===== config.mk =====
export PLATFORM = sky130hd
export DESIGN_NAME = inst_fetch_queue
export DESIGN_NICKNAME = d
export VERILOG_FILES = /design/src/rtl/inst_fetch_queue.sv
export SDC_FILE = /design/constraint.sdc
export NUM_CORES = 1
export LEC_CHECK = 0
export BUFFER_PORTS_ARGS = -buffer_cell sky130_fd_sc_hd__buf_2
export CAP_MARGIN = 20
export CORE_UTILIZATION = 58
export DETAILED_ROUTE_END_ITERATION = 8
export PLACE_DENSITY = 0.8
export SLEW_MARGIN = 20
export SYNTH_ARGS = -nofsm -noshare
export SYNTH_HDL_FRONTEND = slang
export SYNTH_SLANG_ARGS = --single-unit
export TNS_END_PERCENT = 10

===== constraint.sdc =====
create_clock -name clk -period 7.6 [get_ports clk]
set_input_delay 1.52 -clock clk [delete_from_list [all_inputs] [get_ports clk]]
set_output_delay 1.52 -clock clk [all_outputs]
set_load 0.005 [all_outputs]

===== src/rtl/inst_fetch_queue.sv =====
`default_nettype none
// ============================================================================
// Module   : inst_fetch_queue
// Brief    : IF->ID instruction FIFO carrying {pc, inst}, flushable on taken
//            branch. Optional empty-queue bypass: INST_FETCH_QUEUE_BYPASS_EN.
// Revision : 1.0 - initial release
// ============================================================================
module inst_fetch_queue #(
  parameter int          DEPTH    = 4,
  parameter int          PTR_W    = 2,
  parameter logic [31:0] NOP_INST = 32'h00000013
) (
  input  logic             clk,
  input  logic             reset,
  input  logic             in_valid,
  input  logic [31:0]      in_pc,
  input  logic [31:0]      in_inst,
  output logic             in_ready,
  input  logic             flush,
  output logic             out_valid,
  output logic [31:0]      out_pc,
  output logic [31:0]      out_inst,
  input  logic             out_ready,
  output logic [PTR_W:0]   count,
  output logic             misaligned
);

  localparam logic [PTR_W:0]   c_full    = (PTR_W+1)'(DEPTH);
  localparam logic [PTR_W-1:0] c_ptr_one = PTR_W'(1);

  logic [31:0]      r_mem_pc   [DEPTH];
  logic [31:0]      r_mem_inst [DEPTH];
  logic [PTR_W-1:0] r_wr_ptr;
  logic [PTR_W-1:0] r_rd_ptr;
  logic [PTR_W:0]   r_count;
  logic             r_misaligned;

  logic w_stored_valid;
  logic w_push;
  logic w_pop;
  logic w_accept;

  assign w_stored_valid = (r_count != '0);
  assign in_ready       = (r_count != c_full);
  assign count          = r_count;
  assign misaligned     = r_misaligned;

`ifdef INST_FETCH_QUEUE_BYPASS_EN
  logic w_bypass;
  logic w_bypass_take;

  // Empty queue forwards the fetched word straight through to ID.
  assign w_bypass      = !w_stored_valid && in_valid && !flush;
  assign w_bypass_take = w_bypass && out_ready;
  assign w_push        = in_valid && in_ready && !flush && !w_bypass_take;
  assign w_pop         = w_stored_valid && out_ready && !flush;
  assign w_accept      = w_push || w_bypass_take;

  always_comb begin
    out_valid = 1'b0;
    out_pc    = '0;
    out_inst  = NOP_INST;
    if (w_stored_valid) begin
      out_valid = 1'b1;
      out_pc    = r_mem_pc[r_rd_ptr];
      out_inst  = r_mem_inst[r_rd_ptr];
    end else if (w_bypass) begin
      out_valid = 1'b1;
      out_pc    = in_pc;
      out_inst  = in_inst;
    end
  end
`else
  assign w_push   = in_valid && in_ready && !flush;
  assign w_pop    = w_stored_valid && out_ready && !flush;
  assign w_accept = w_push;

  always_comb begin
    out_valid = 1'b0;
    out_pc    = '0;
    out_inst  = NOP_INST;
    if (w_stored_valid) begin
      out_valid = 1'b1;
      out_pc    = r_mem_pc[r_rd_ptr];
      out_inst  = r_mem_inst[r_rd_ptr];
    end
  end
`endif

  // Storage is deliberately left out of reset.
  always_ff @(posedge clk) begin
    if (w_push) begin
      r_mem_pc[r_wr_ptr]   <= in_pc;
      r_mem_inst[r_wr_ptr] <= in_inst;
    end
  end

  always_ff @(posedge clk or posedge reset) begin
    if (reset) begin
      r_wr_ptr     <= '0;
      r_rd_ptr     <= '0;
      r_count      <= '0;
      r_misaligned <= 1'b0;
    end else begin
      if (w_accept && (in_pc[1:0] != 2'b00)) begin
        r_misaligned <= 1'b1;
      end
      if (flush) begin
        r_wr_ptr <= '0;
        r_rd_ptr <= '0;
        r_count  <= '0;
      end else begin
        if (w_push) begin
          r_wr_ptr <= r_wr_ptr + c_ptr_one;
        end
        if (w_pop) begin
          r_rd_ptr <= r_rd_ptr + c_ptr_one;
        end
        case ({w_push, w_pop})
          2'b10:   r_count <= r_count + 1'b1;
          2'b01:   r_count <= r_count - 1'b1;
          default: r_count <= r_count;
        endcase
      end
    end
  end

endmodule
`default_nettype wire

==> metrics <==
initial antenna violation count=3; final setup fails=0; met3 Resource Use GR=0.0443; drt initial violations=roughly 250; commonest cells after routing, fill and taps aside=edfxtp_1 (256), buf_2 (138), mux4_2 (64); Max Cap Viol=0; chip width=between 100 and 150 µm; die height=between 100 and 150 µm; Period minus WS final=roughly 4500 ps; met1 track demand over resource=0.272; Critical Path RT=6080 ps; routed vias/inst=about 5.7; Mapped Avg Cell Area=21.6 µm²; Starting Density=0.593; Buf+Inv Stages, Crit Path=2; area leader, netlist=edfxtp_1; unrepaired setup endpoints after global routing=no; Clock transition at path regs=approximately 60 ps; CTS resizes=0; number of synthesized register bits=between 200 and 300; share of post-route cells with drive strength above 1=0.391; Hold EP=misaligned$_DFFE_PP0P_; first-pass GRT wire length=between 20 and 30 mm; Max H-tree Level=1; post-synthesis async set-or-reset flop share=0.0303; Cell Area, Synth=around 10000 µm²; die area=around 18000 µm²; CTS Sinks=roughly 260; largest net degree at the start of global routing=66; CTS buffer count=26; CP peak stage delay=860 ps; period utilisation layout=0.594; Final GP Congestion=0.753; Skew-Pair Late Insertion Delay=510 ps; Worst-Margin Slew=between 900 and 1000 ps; Worst R2R Path Depth=3; post-DP HPWL=10.3 mm; Routed WL=18.1 mm; vias in the first global route=roughly 5300; fmax=between 200 and 250 MHz; antenna viol nets, final=0; Crit path max-delay family=flip-flops; Crit Path Class=reg2out; core area=around 17000 µm²; Yosys warning count=0; clock buffer depth=3; post-synthesis net count=~550; Filler Cells Inserted=1119; Setup crit start kind=flip-flop; Final nets=689; met2 usage in global routing=0.351; grt ovf=0; clock tree root buffer cell=clkbuf_16; run status=finished, final reports clean; DRT Pass-1 Iters=4; sequential area share after synthesis=0.769; reg-to-reg endpoint=r_mem_inst[1][7]$_DFFE_PP_; leading cell type in the layout, fill and taps excluded=edfxtp_1; min-delay src=misaligned$_DFFE_PP0P_; CP Cell Sequence=buf_4 > mux4_2 > and2_1 > buf_2; CTS tree=done; CP Capture Type=output pin; routed via count=4935; Post-CTS Hold Buffers=0; IO Pins=about 140; Synth Instances=~470; GRT busiest layer=met2; top post-synthesis cells by area=edfxtp_1 (75%), mux4_2 (14%), and2_1 (4.0%); Std-Cell Rows=48; maximum vdd drop=a little under 0.2 mV; Rel. slew slack=0.339; drt drc=0; Total GRT Usage=0.207; port buffer count=~140; Critical-path top delay cell=dfrtp_4; Inst Count DP=slightly above 800; Hold Violations, Final=0; crit path DAT=2990 ps; Synth top area share=0.750; Slew Viols, Final=0; WL per Instance=~21 µm; R2R setup slack=5090 ps; Max FO, Critical Path=34; Tot Pwr=3.21 mW; number of flops mapped to enable cells by yosys=256; Worst Hold Class=reg2reg; post-route setup TNS=0 ps; worst reg2reg startpoint=count[0]$_DFFE_PP0P_; Post-synth top flop=edfxtp_1; Leakage=4.12 nW; Area growth, synth to finish=16.5%; PD cells=roughly 270 nW/µm²; Post-CTS Setup Bufs=0; Post-Route Skew=~10 ps; WHS Path Cells=1; Synth cell types=35; non-filler cells, final=around 860
[power by group]
group / leakage, nW / internal [mW] / switching, mW / total (mW)
registers: 2.42 / 1.64 / 0.0315 / 1.67
logic: 1.28 / 0.150 / 0.137 / 0.288
clock network: 0.414 / 0.758 / 0.494 / 1.25
[logic make-up (layout without fill, tap and decap cells)]
| logic type | after synthesis | in the layout | synth area share |
|---|---|---|---|
| flip-flops | 264 | 264 | 0.769 |
| XOR/XNOR | 3 | 3 | 0.00256 |
| AO/OA/AOI/OAI | 15 | 15 | 0.0101 |
| AND/OR/NAND/NOR | 88 | 88 | 0.0514 |
| adder cells (fa/ha/maj) | 5 | 5 | 0.00683 |
| other | 0 | 2 | 0 |
| buffers and inverters | 34 | 195 | 0.0182 |
| multiplexers | 65 | 65 | 0.142 |
[flip-flops by register name (all words and copies together) (netlist names)]
register	count
misaligned	1
r_mem_pc	128
count	3
r_mem_inst	128
r_wr_ptr	2
r_rd_ptr	2
[how the worst max path moves through the flow]
| stage | from | endpoint | slack [ps] | cells past startpoint |
|---|---|---|---|---|
| floorplan | in_valid | r_mem_inst[0][0]$_DFFE_PP_ | 3560 | 4 |
| global placement | r_rd_ptr[0]$_DFFE_PP0P_ | out_inst[9] | 3560 | 4 |
| detailed placement | r_rd_ptr[0]$_DFFE_PP0P_ | out_pc[31] | 3530 | 4 |
| CTS | r_rd_ptr[0]$_DFFE_PP0P_ | out_inst[22] | 2970 | 4 |
| global route | r_rd_ptr[0]$_DFFE_PP0P_ | out_inst[21] | 2840 | 4 |
| finish | r_rd_ptr[0]$_DFFE_PP0P_ | out_inst[21] | 3090 | 4 |
[cell type report]
type	instances	area [µm²]	share of cell area
antenna	2	5.00	0.000419
clock buffer	41	768	0.0643
clock inverter	7	81.3	0.00681
inverter	8	30.0	0.00251
multi-input combinational	176	2190	0.183
sequential	264	7900	0.661
tap	225	282	0.0236
timing repair buffer	139	698	0.0584
[per-layer routing]
metal,vias up,wire [µm]
li1,2199,-
met1,2545,7450
met2,151,9230
met3,38,1040
met4,2,415
met5,-,8
[synth_stat cells, drive strengths merged, types with 2 or more instances]
cell     number
inv           8
clkbuf        7
buf          19
o21ai         2
a21oi         3
and2         65
ha            4
nand3         4
mux4         64
dfrtp         8
nand2         2
nand2b        2
or2           5
edfxtp      256
o2111ai       2
nor2          5
xor2          2
nor3          3
[through the flow]
step	util	setup WS, ps	hold WS, ps	area, µm²
3_5_place_dp	0.641	3530	443	11100
5_1_grt	0.691	2840	502	11900
6_report	0.691	3090	463	11900
2_1_floorplan	-	3560	451	10300
4_1_cts	0.691	2970	464	11900
3_3_place_gp	0.641	3560	441	11100
(Power assumes the default switching activity.)
